===== src/rtl/fb_pkg.sv =====
// Shared definitions for the frame-buffer arbiter: image geometry, RAM
// widths, FSM state encoding and a bounds helper.
package fb_pkg;

  localparam int c_img_cols = 320;
  localparam int c_img_rows = 240;
  localparam int c_nb_addr  = 17;
  localparam int c_nb_pxl   = 8;
  localparam int c_img_pxls = c_img_cols * c_img_rows;   // 76800

  localparam logic [1:0] c_st_idle = 2'd0;
  localparam logic [1:0] c_st_rd   = 2'd1;
  localparam logic [1:0] c_st_cap  = 2'd2;

  typedef enum logic [1:0] {
    S_IDLE = c_st_idle,
    S_RD   = c_st_rd,
    S_CAP  = c_st_cap
  } fb_state_t;

  // True when a frame-buffer address lies inside the stored image.
  function automatic logic addr_in_range(input logic [c_nb_addr-1:0] a);
    return (a < c_nb_addr'(c_img_pxls));
  endfunction

endpackage


===== src/rtl/fb_arbiter_if.sv =====
// Bus bundle between the frame-buffer arbiter and its environment:
// VGA timing in, camera write handshake, RAM port and display pixel out.
interface fb_arbiter_if;
  import fb_pkg::*;

  logic [9:0]           vga_col;
  logic [9:0]           vga_row;
  logic                 vga_visible;
  logic                 vga_new_pxl;
  logic                 cam_valid;
  logic [c_nb_addr-1:0] cam_addr;
  logic [c_nb_pxl-1:0]  cam_data;
  logic                 cam_ready;
  logic [c_nb_addr-1:0] mem_addr;
  logic                 mem_we;
  logic [c_nb_pxl-1:0]  mem_wdata;
  logic [c_nb_pxl-1:0]  mem_rdata;
  logic [c_nb_pxl-1:0]  disp_pxl;
  logic                 wr_err;

  // Arbiter side.
  modport slave (
    input  vga_col, vga_row, vga_visible, vga_new_pxl,
    input  cam_valid, cam_addr, cam_data, mem_rdata,
    output cam_ready, mem_addr, mem_we, mem_wdata, disp_pxl, wr_err
  );

  // Environment side: VGA timing, camera, RAM and display stage.
  modport master (
    output vga_col, vga_row, vga_visible, vga_new_pxl,
    output cam_valid, cam_addr, cam_data, mem_rdata,
    input  cam_ready, mem_addr, mem_we, mem_wdata, disp_pxl, wr_err
  );

endinterface


===== src/rtl/fb_addr_gen.sv =====
// Column/row to frame-buffer address plus in-image flag, purely
// combinational. Macro FB_SCALE2_EN selects 2x pixel/line replication
// (640x480 screen area); without it the image maps 1:1 in the top-left.
module fb_addr_gen
  import fb_pkg::*;
(
  input  logic [9:0]           i_col,
  input  logic [9:0]           i_row,
  output logic [c_nb_addr-1:0] o_addr,
  output logic                 o_in_img
);

  logic [9:0]           w_col_img;
  logic [9:0]           w_row_img;
  logic [c_nb_addr-1:0] w_col_ext;
  logic [c_nb_addr-1:0] w_row_ext;

`ifdef FB_SCALE2_EN
  assign w_col_img = {1'b0, i_col[9:1]};
  assign w_row_img = {1'b0, i_row[9:1]};
  assign o_in_img  = (i_col < 10'(c_img_cols + c_img_cols)) &&
                     (i_row < 10'(c_img_rows + c_img_rows));
`else
  assign w_col_img = i_col;
  assign w_row_img = i_row;
  assign o_in_img  = (i_col < 10'(c_img_cols)) && (i_row < 10'(c_img_rows));
`endif

  assign w_col_ext = c_nb_addr'(w_col_img);
  assign w_row_ext = c_nb_addr'(w_row_img);

  // row*320 as row*256 + row*64; out-of-image rows may wrap, the caller
  // qualifies the address with o_in_img.
  assign o_addr = (w_row_ext << 4'd8) + (w_row_ext << 4'd6) + w_col_ext;

endmodule


===== src/rtl/fb_arbiter.sv =====
// Frame-buffer port arbiter: display reads own the RAM port in the cycle
// after each accepted VGA pixel strobe; camera writes go through a 1-entry
// holding register and use any other cycle. All RAM and display outputs
// are registered, so port decisions are taken one cycle ahead using the
// next FSM state. Macro FB_SCALE2_EN (see fb_addr_gen) selects 2x scaling.
module fb_arbiter
  import fb_pkg::*;
(
  input  logic         clk,
  input  logic         rst,
  fb_arbiter_if.slave  bus
);

  fb_state_t            r_state;
  fb_state_t            w_next_state;
  logic [c_nb_addr-1:0] w_pix_addr;
  logic                 w_in_img;
  logic                 w_rd_en;
  logic                 w_rd_next;
  logic                 w_accept;
  logic                 w_issue;
  logic                 w_hold_in_rng;

  logic                 r_rd_en;
  logic                 r_cam_ready;
  logic [c_nb_addr-1:0] r_hold_addr;
  logic [c_nb_pxl-1:0]  r_hold_data;
  logic [c_nb_addr-1:0] r_mem_addr;
  logic                 r_mem_we;
  logic [c_nb_pxl-1:0]  r_mem_wdata;
  logic [c_nb_pxl-1:0]  r_disp_pxl;
  logic                 r_wr_err;

  fb_addr_gen u_addr_gen (
    .i_col    (bus.vga_col),
    .i_row    (bus.vga_row),
    .o_addr   (w_pix_addr),
    .o_in_img (w_in_img)
  );

  assign w_rd_en       = bus.vga_visible && w_in_img;
  assign w_rd_next     = (w_next_state == S_RD);
  assign w_accept      = bus.cam_valid && r_cam_ready;
  // Holding register is full (not ready) and next cycle is not a read slot.
  assign w_issue       = !r_cam_ready && !w_rd_next;
  assign w_hold_in_rng = addr_in_range(r_hold_addr);

  // Next-state decode; a strobe seen while in S_RD is ignored.
  always_comb begin
    w_next_state = r_state;
    case (r_state)
      S_IDLE: begin
        if (bus.vga_new_pxl) w_next_state = S_RD;
        else                 w_next_state = S_IDLE;
      end
      S_RD:   w_next_state = S_CAP;
      S_CAP: begin
        if (bus.vga_new_pxl) w_next_state = S_RD;
        else                 w_next_state = S_IDLE;
      end
      default: w_next_state = S_IDLE;
    endcase
  end

  // FSM, RAM port scheduling, display capture and write handshake.
  always_ff @(posedge clk or negedge rst) begin
    if (!rst) begin
      r_state     <= S_IDLE;
      r_rd_en     <= 1'b0;
      r_cam_ready <= 1'b1;
      r_hold_addr <= {c_nb_addr{1'b0}};
      r_hold_data <= {c_nb_pxl{1'b0}};
      r_mem_addr  <= {c_nb_addr{1'b0}};
      r_mem_we    <= 1'b0;
      r_mem_wdata <= {c_nb_pxl{1'b0}};
      r_disp_pxl  <= {c_nb_pxl{1'b0}};
      r_wr_err    <= 1'b0;
    end else begin
      r_state <= w_next_state;

      // RAM port for the coming cycle: a read slot always wins.
      if (w_rd_next) begin
        r_rd_en  <= w_rd_en;
        r_mem_we <= 1'b0;
        if (w_rd_en) begin
          r_mem_addr <= w_pix_addr;
        end
      end else if (w_issue) begin
        r_mem_addr  <= r_hold_addr;
        r_mem_wdata <= r_hold_data;
        r_mem_we    <= w_hold_in_rng;
        if (!w_hold_in_rng) begin
          r_wr_err <= 1'b1;
        end
      end else begin
        r_mem_we <= 1'b0;
      end

      // RAM data for the read issued in S_RD is valid during S_CAP.
      if (r_state == S_CAP) begin
        r_disp_pxl <= r_rd_en ? bus.mem_rdata : {c_nb_pxl{1'b0}};
      end

      // Holding register: fill on handshake, free once handed to the port.
      if (w_accept) begin
        r_cam_ready <= 1'b0;
        r_hold_addr <= bus.cam_addr;
        r_hold_data <= bus.cam_data;
      end else if (w_issue) begin
        r_cam_ready <= 1'b1;
      end
    end
  end

  assign bus.cam_ready = r_cam_ready;
  assign bus.mem_addr  = r_mem_addr;
  assign bus.mem_we    = r_mem_we;
  assign bus.mem_wdata = r_mem_wdata;
  assign bus.disp_pxl  = r_disp_pxl;
  assign bus.wr_err    = r_wr_err;

endmodule

===== src/flat_wrapper.sv =====
// flat-port wrapper written by rule: the top's interface ports become plain ports
module fb_arbiter_flat import fb_pkg::*;
  (clk, rst, bus_vga_col, bus_vga_row, bus_vga_visible, bus_vga_new_pxl, bus_cam_valid, bus_cam_addr, bus_cam_data, bus_mem_rdata, bus_cam_ready, bus_mem_addr, bus_mem_we, bus_mem_wdata, bus_disp_pxl, bus_wr_err);
  fb_arbiter_if bus_i ();
  input  logic clk;
  input  logic rst;
  input wire logic [$bits(bus_i.vga_col)-1:0] bus_vga_col;
  input wire logic [$bits(bus_i.vga_row)-1:0] bus_vga_row;
  input wire logic [$bits(bus_i.vga_visible)-1:0] bus_vga_visible;
  input wire logic [$bits(bus_i.vga_new_pxl)-1:0] bus_vga_new_pxl;
  input wire logic [$bits(bus_i.cam_valid)-1:0] bus_cam_valid;
  input wire logic [$bits(bus_i.cam_addr)-1:0] bus_cam_addr;
  input wire logic [$bits(bus_i.cam_data)-1:0] bus_cam_data;
  input wire logic [$bits(bus_i.mem_rdata)-1:0] bus_mem_rdata;
  output wire logic [$bits(bus_i.cam_ready)-1:0] bus_cam_ready;
  output wire logic [$bits(bus_i.mem_addr)-1:0] bus_mem_addr;
  output wire logic [$bits(bus_i.mem_we)-1:0] bus_mem_we;
  output wire logic [$bits(bus_i.mem_wdata)-1:0] bus_mem_wdata;
  output wire logic [$bits(bus_i.disp_pxl)-1:0] bus_disp_pxl;
  output wire logic [$bits(bus_i.wr_err)-1:0] bus_wr_err;
  assign bus_i.vga_col = bus_vga_col;
  assign bus_i.vga_row = bus_vga_row;
  assign bus_i.vga_visible = bus_vga_visible;
  assign bus_i.vga_new_pxl = bus_vga_new_pxl;
  assign bus_i.cam_valid = bus_cam_valid;
  assign bus_i.cam_addr = bus_cam_addr;
  assign bus_i.cam_data = bus_cam_data;
  assign bus_i.mem_rdata = bus_mem_rdata;
  assign bus_cam_ready = bus_i.cam_ready;
  assign bus_mem_addr = bus_i.mem_addr;
  assign bus_mem_we = bus_i.mem_we;
  assign bus_mem_wdata = bus_i.mem_wdata;
  assign bus_disp_pxl = bus_i.disp_pxl;
  assign bus_wr_err = bus_i.wr_err;
  fb_arbiter u_core (.clk(clk), .rst(rst), .bus(bus_i));
endmodule

===== config.mk =====
export PLATFORM = sky130hd
export DESIGN_NAME = fb_arbiter_flat
export DESIGN_NICKNAME = d
export VERILOG_FILES = /design/src/rtl/fb_pkg.sv /design/src/rtl/fb_arbiter_if.sv /design/src/rtl/fb_addr_gen.sv /design/src/rtl/fb_arbiter.sv /design/src/flat_wrapper.sv
export SDC_FILE = /design/constraint.sdc
export NUM_CORES = 1
export LEC_CHECK = 0
export BUFFER_PORTS_ARGS = -buffer_cell sky130_fd_sc_hd__buf_2
export CAP_MARGIN = 20
export CELL_PAD_IN_SITES_DETAIL_PLACEMENT = 0
export CELL_PAD_IN_SITES_GLOBAL_PLACEMENT = 1
export CORE_MARGIN = 8
export CORE_UTILIZATION = 44
export CTS_BUF_LIST = sky130_fd_sc_hd__clkbuf_8
export DETAILED_ROUTE_END_ITERATION = 8
export GPL_TIMING_DRIVEN = 0
export HOLD_SLACK_MARGIN = 0.05
export MAX_ROUTING_LAYER = met4
export PLACE_DENSITY_LB_ADDON = 0.12
export SLEW_MARGIN = 5
export SYNTH_ARGS = -nofsm -noshare
export SYNTH_HDL_FRONTEND = slang
export SYNTH_SLANG_ARGS = --single-unit

===== constraint.sdc =====
create_clock -name clk -period 4.3 [get_ports clk]
set_input_delay 1.075 -clock clk [delete_from_list [all_inputs] [get_ports clk]]
set_output_delay 1.075 -clock clk [all_outputs]
set_load 0.01 [all_outputs]

==> flow_summary_export.csv, run 1 <==
group,metric,value,unit
yosys,synth-edff-count,0,
yosys,syn_inst,284,
floorplanning,io_pins,94,
yosys,synth_area,3150,sq um
final_layout,antennaDiodeCount,0,
critical_path,endpoint,"u_core.bus.mem_addr[16]",
sta,tns,0,ps
route,drt_iter0_drc,61,
route,drt-vias-per-instance,5.03,
route,dr_wl_met3,562,um
sta,slew_violations,0,
clock_network,postCtsHoldBufs,0,
critical_path,setup.worst_path.start,"bus_vga_row[0]",
clock_network,htreeDepth,3,
sta,hold_violations,0,
pwr,ir_drop,0.000268,V
sta,final.setup_skew,6.49,ps
sta,worstMarginPinSlew,814,ps
clock_network,clk_pin_slew_worst_paths,60,ps
critical_path,worstPathCellList,"buf_2 -> inv_1 -> fa_1 -> inv_1 -> ha_1 -> a211oi_1 -> o21bai_1 -> a221oi_1 -> mux2i_1 -> nand3_1",
clock_network,cts_buffer_depth,2,
route,firstDrtPassIters,5,
global_route,grt_max_degree,65,
floorplanning,rows,31,
global_route,grt_pass1_wl,12.8,mm
clock_network,cts_num_sinks,64,
yosys,async_flop_share,1.00,
clock_network,worstSkewPairLatency,340,ps
floorplanning,fp.dieW,101,um
sta,whs,430,ps
status,status,"completed",
yosys,synth_seq_cells,64,
floorplanning,die_height,101,um
pwr,powerDensity,441,nW/um^2
global_route,first_global_vias,2604,
placed_design,hpwl,5.79,mm
critical_path,reg2reg_from,"u_core.r_state[0]",
route,vias,2472,
floorplanning,start_util,0.444,
sta,max_clock_freq,326,MHz
sta,finalCriticalPeriod,3070,ps
critical_path,reg2reg_to,"u_core.bus.mem_addr[6]",
floorplanning,dieArea,10100,sq um
route,met2_wirelength,3.70,mm
yosys,synth_cell_types,44,
critical_path,crit_fanout,3,
final_layout,syn2layout_area_growth,23.7,%
final_layout,drive_gt1_frac,0.380,
route,wl_met1,3.29,mm
clock_network,cts_buffers,9,
critical_path,ff2ff_path_depth,7,
final_layout,num-fill-cells,689,
route,wirelength,7.67,mm
final_layout,final_nets,466,
final_layout,layout_common_cells,"buf_2, dfrtp_1, nand2_1, mux2_2, ha_1",
critical_path,critPathSlowestCell,"fa_1",
route,avgRoutedWirePerCell,15.6,um
min_path,worst_hold_path_type,"reg2reg",
critical_path,slowest_delay,590,ps
global_route,gr-total-overflow,0,
yosys,yosysWarningCount,0,
yosys,ys_seq_area_frac,0.508,
critical_path,critical_path_class,"in2reg",
floorplanning,core,7100,sq um
critical_path,crit_arrival,3290,ps
yosys,syn_nets,362,
clock_network,cts_tree,"yes",
pwr,leakage,1.91,nW
yosys,syn_area_per_cell,11.1,sq um
sta,fin_crit_sh,0.714,
final_layout,fin_area,3900,sq um
critical_path,reg2reg_slack,2250,ps
clock_network,ctsResizeCount,0,
critical_path,endpoint_kind,"flop",
sta,rsz0062_at_grt,"no",
clock_network,post_cts_buffers,0,
placed_design,gp_congestion,0.772,
placed_design,numPortBuffers,93,
sta,slew_headroom,0.457,
flow_run,drv_cap,0,
global_route,grt_usage,0.169,
route,ant_nets,0,
clock_network,root_buffer,"clkbuf_8",
critical_path,required,4520,ps
route,drc_errors,0,
sta,setup_viol_count_final,0,
placed_design,placed_area,3740,sq um
final_layout,layout_commonest_cell,"buf_2",
route,top_layer,"met4",
critical_path,cpMostUsedCell,"inv_1",
global_route,antenna_found_initial,0,
yosys,ys.flop_type,"dfrtp_1",
critical_path,crit_path_start_kind,"input pin",
-- stage by stage --
stage	instances	power [mW]	utilization	setup WS (ps)
after CTS	491	1.75	0.549	1230
after floorplan	284	1.11	-	1190
after global placement	476	1.30	0.527	879
after global routing	491	1.84	0.549	1040
final	491	1.72	0.549	1230
after detailed placement	476	1.32	0.528	871
-- where the power goes --
group          switching [mW]  internal (mW)  leakage [nW]
clock                   0.221          0.198        0.0872
sequential             0.0734          0.741         0.766
combinational           0.252          0.232          1.05
-- sequential cells by signal, indices dropped and copies added, names as in the netlist --
name                  cells
u_core.r_hold_data        8
u_core.bus.disp_pxl       8
u_core.r_state            2
u_core.bus.mem_we         1
u_core.bus.mem_wdata      8
u_core.bus.mem_addr      17
u_core.r_rd_en            1
u_core.bus.wr_err         1
u_core.bus.cam_ready      1
u_core.r_hold_addr       17
-- Yosys cell counts, types with 2 or more instances --
master / n / area [sq um]
nor2_1: 15 / 56.3
and3_1: 2 / 12.5
buf_6: 2 / 22.5
a21o_1: 2 / 15.0
o211ai_1: 2 / 15.0
o21a_1: 2 / 15.0
o31ai_1: 3 / 22.5
xnor2_1: 2 / 17.5
nor2b_1: 4 / 25.0
ha_1: 17 / 213
nor3_1: 3 / 15.0
dfrtp_1: 63 / 1580
a21oi_1: 9 / 45.0
buf_1: 2 / 7.51
xor2_1: 2 / 17.5
nand2_1: 49 / 184
o21ai_1: 2 / 10.0
clkbuf_1: 7 / 26.3
fa_1: 3 / 60.1
nand2b_1: 2 / 12.5
inv_1: 9 / 33.8
o21ai_0: 13 / 65.1
mux2_2: 33 / 372
a31oi_1: 11 / 68.8
nand3_1: 6 / 30.0
-- per-layer routing --
layer,vias up,GRT usage
met5,-,-
li1,1201,-
met2,66,0.265
met4,0,0.0605
met1,1195,0.191
met3,10,0.0670
-- kinds of logic (layout without fill, tap and decap cells) --
| logic type | Yosys count | count (layout) | synth area share |
|---|---|---|---|
| AND/OR/NAND/NOR | 91 | 91 | 0.146 |
| buffers and inverters | 22 | 130 | 0.0321 |
| adder cells (fa/ha/maj) | 20 | 20 | 0.0865 |
| AO/OA/AOI/OAI | 49 | 49 | 0.0944 |
| XOR/XNOR | 4 | 4 | 0.0111 |
| flip-flops | 64 | 64 | 0.508 |
| multiplexers | 34 | 34 | 0.121 |
-- critical path: cells and delay by family --
family,cells,cell delay (ps)
compound gates,3,810
fa+ha+maj,2,890
buf+inv,3,200
mux,1,230
simple gates,1,90
-- how the worst min path moves through the flow --
stage / startpoint / to / cells past startpoint
after detailed placement: u_core.r_state[1] / u_core.r_state[1] / 1
after global routing: u_core.r_state[1] / u_core.r_state[1] / 1
after floorplan: u_core.r_state[1] / u_core.r_state[1] / 1
final: u_core.r_state[1] / u_core.r_state[1] / 1
after global placement: u_core.r_state[1] / u_core.r_state[1] / 1
after CTS: u_core.r_state[1] / u_core.r_state[1] / 1
-- final cells by class --
class / count / area, sq um / share of cell area
Timing Repair Buffer: 93 / 468 / 0.120
Tap cell: 99 / 124 / 0.0318
Buffer: 12 / 61.3 / 0.0157
Sequential cell: 64 / 1600 / 0.411
Clock buffer: 9 / 124 / 0.0318
Multi-Input combinational cell: 198 / 1450 / 0.372
Inverter: 10 / 40.0 / 0.0103
Clock inverter: 6 / 30.0 / 0.00770
(Power assumes the default switching activity.)
==> inputs of run 2 (changes only) <==
- CORE_UTILIZATION: 44 -> 37
- clock period: 4.3 -> 2.8 ns (I/O delays scaled with it)
==> flow_summary_export.csv, run 2 (same netlist as run 1, synthesis figures left out) <==
group,metric,value,unit
final_layout,num-fill-cells,839,
route,wirelength,8.00,mm
final_layout,multiInputGateArea,1460,sq um
pwr,powerDensity,710,nW/um^2
route,drt-vias-per-instance,4.92,
route,firstDrtPassIters,4,
placed_design,dp_slack,-235,ps
global_route,grt_pass1_wl,12.8,mm
clock_network,cts_buffer_depth,2,
pwr,power_frac_clock,0.291,
floorplanning,fp.dieW,108,um
route,ant_nets,0,
final_layout,final_cells,498,
critical_path,endpoint_kind,"flop",
sta,max_clock_freq,375,MHz
floorplanning,start_util,0.382,
pwr,leakage,1.92,nW
clock_network,post_cts_buffers,0,
global_route,antenna_found_initial,0,
floorplanning,rows,33,
clock_network,worstSkewPairLatency,340,ps
sta,slew_violations,0,
floorplanning,die_height,108,um
sta,worstMarginPinSlew,821,ps
route,drc_errors,0,
sta,whs,433,ps
critical_path,critical_path_class,"in2reg",
pwr,comb_power_share,0.265,
critical_path,reg2reg_from,"u_core.r_state[0]",
critical_path,crit_path_start_kind,"input pin",
critical_path,reg2reg_to,"u_core.bus.mem_addr[13]",
placed_design,numPortBuffers,93,
critical_path,required,3010,ps
critical_path,crit_arrival,2880,ps
placed_design,gp_congestion,0.715,
pwr,swShare,0.313,
final_layout,register_area,1600,sq um
sta,fin_crit_sh,0.951,
pwr,ir_drop,0.000392,V
sta,hold_violations,0,
route,vias,2450,
final_layout,antennaDiodeCount,0,
pwr,p_seq_frac,0.444,
final_layout,drive_gt1_frac,0.389,
sta,final.setup_skew,13.1,ps
global_route,gr-total-overflow,0,
flow_run,drv_cap,0,
sta,setup_ws,136,ps
route,drt_iter0_drc,74,
min_path,min_from,"u_core.r_state[1]",
sta,setup_viol_count_final,0,
clock_network,cts_tree,"yes",
final_layout,layout_common_cells,"buf_2, dfrtp_1, nand2_1, mux2_2, ha_1",
placed_design,dp_cells,482,
final_layout,layout_commonest_cell,"buf_2",
final_layout,syn2layout_area_growth,25.7,%
min_path,worst_hold_path_type,"reg2reg",
clock_network,clk_pin_slew_worst_paths,70,ps
clock_network,ctsResizeCount,0,
clock_network,postCtsHoldBufs,0,
floorplanning,dieArea,11700,sq um
route,avgRoutedWirePerCell,16.1,um
placed_design,hpwl,5.98,mm
sta,rsz0062_at_grt,"no",
pwr,p_int,1.93,mW
critical_path,ff2ff_path_depth,7,
clock_network,root_buffer,"clkbuf_8",
global_route,first_global_vias,2556,
global_route,grt_usage,0.145,
clock_network,cts_num_sinks,64,
sta,tns,0,ps
floorplanning,core,8260,sq um
final_layout,post-route-util,0.480,
global_route,grt_max_degree,65,
clock_network,htreeDepth,3,
clock_network,cts_buffers,9,
critical_path,reg2reg_slack,720,ps
sta,slew_headroom,0.452,
floorplanning,io_pins,94,
critical_path,crit_fanout,3,
min_path,min_path_cells,1,
status,status,"completed",
sta,finalCriticalPeriod,2660,ps
min_path,holdPathEnd,"u_core.r_state[1]",
final_layout,final_nets,466,
pwr,p_sw,0.882,mW
run 2: worst max path at each step:
stage / from / end / slack (ps) / cells after the start
6_report: bus_vga_row[0] / u_core.bus.mem_addr[14] / 140 / 10
4_1_cts: bus_vga_row[0] / u_core.bus.mem_addr[16] / 110 / 10
5_1_grt: bus_vga_row[0] / u_core.bus.mem_addr[14] / 20 / 10
3_5_place_dp: bus_vga_row[0] / u_core.bus.mem_addr[16] / -230 / 10
2_1_floorplan: bus_vga_row[0] / u_core.bus.mem_addr[16] / 60 / 9
3_3_place_gp: bus_vga_row[0] / u_core.bus.mem_addr[16] / -250 / 10
run 2: layout make-up:
| cell class | instances | area share |
|---|---|---|
| Multi-Input combinational cell | 198 | 0.367 |
| Inverter | 10 | 0.0101 |
| Tap cell | 105 | 0.0331 |
| Sequential cell | 64 | 0.404 |
| Clock inverter | 6 | 0.0170 |
| Timing Repair Buffer | 93 | 0.118 |
| Clock buffer | 10 | 0.0347 |
| Buffer | 12 | 0.0155 |
run 2: power by group through the flow:
stage                     registers, mW  logic [mW]  clock network (mW)
after floorplan                    1.32       0.388                   0
after global placement             1.26       0.753                   0
after detailed placement           1.27       0.761                   0
after CTS                          1.25       0.765               0.840
after global routing               1.28       0.832               0.883
final                              1.25       0.747               0.819
run 2: routing by layer:
layer / vias up / part of all wire / track usage
met1: 1178 / 0.47 / 0.183
met3: 7 / 0.061 / 0.0434
li1: 1200 / - / -
met4: 0 / 0.0085 / 0.0411
met2: 65 / 0.46 / 0.219
met5: - / 0 / -
run 2: per-stage QoR:
stage                     power (mW)  cell area (sq um)
after floorplan                 1.70               3150
after detailed placement        2.03               3750
after CTS                       2.86               3960
after global placement          2.01               3750
final                           2.82               3960
after global routing            3.00               3960
run 2: critical path, cell delays in order:
cell	delay (ps)
buf_2	90
inv_1	50
fa_1	580
inv_1	60
ha_1	300
a211oi_1	260
o21bai_1	200
o31ai_1	340
xor2_1	190
o211ai_1	100
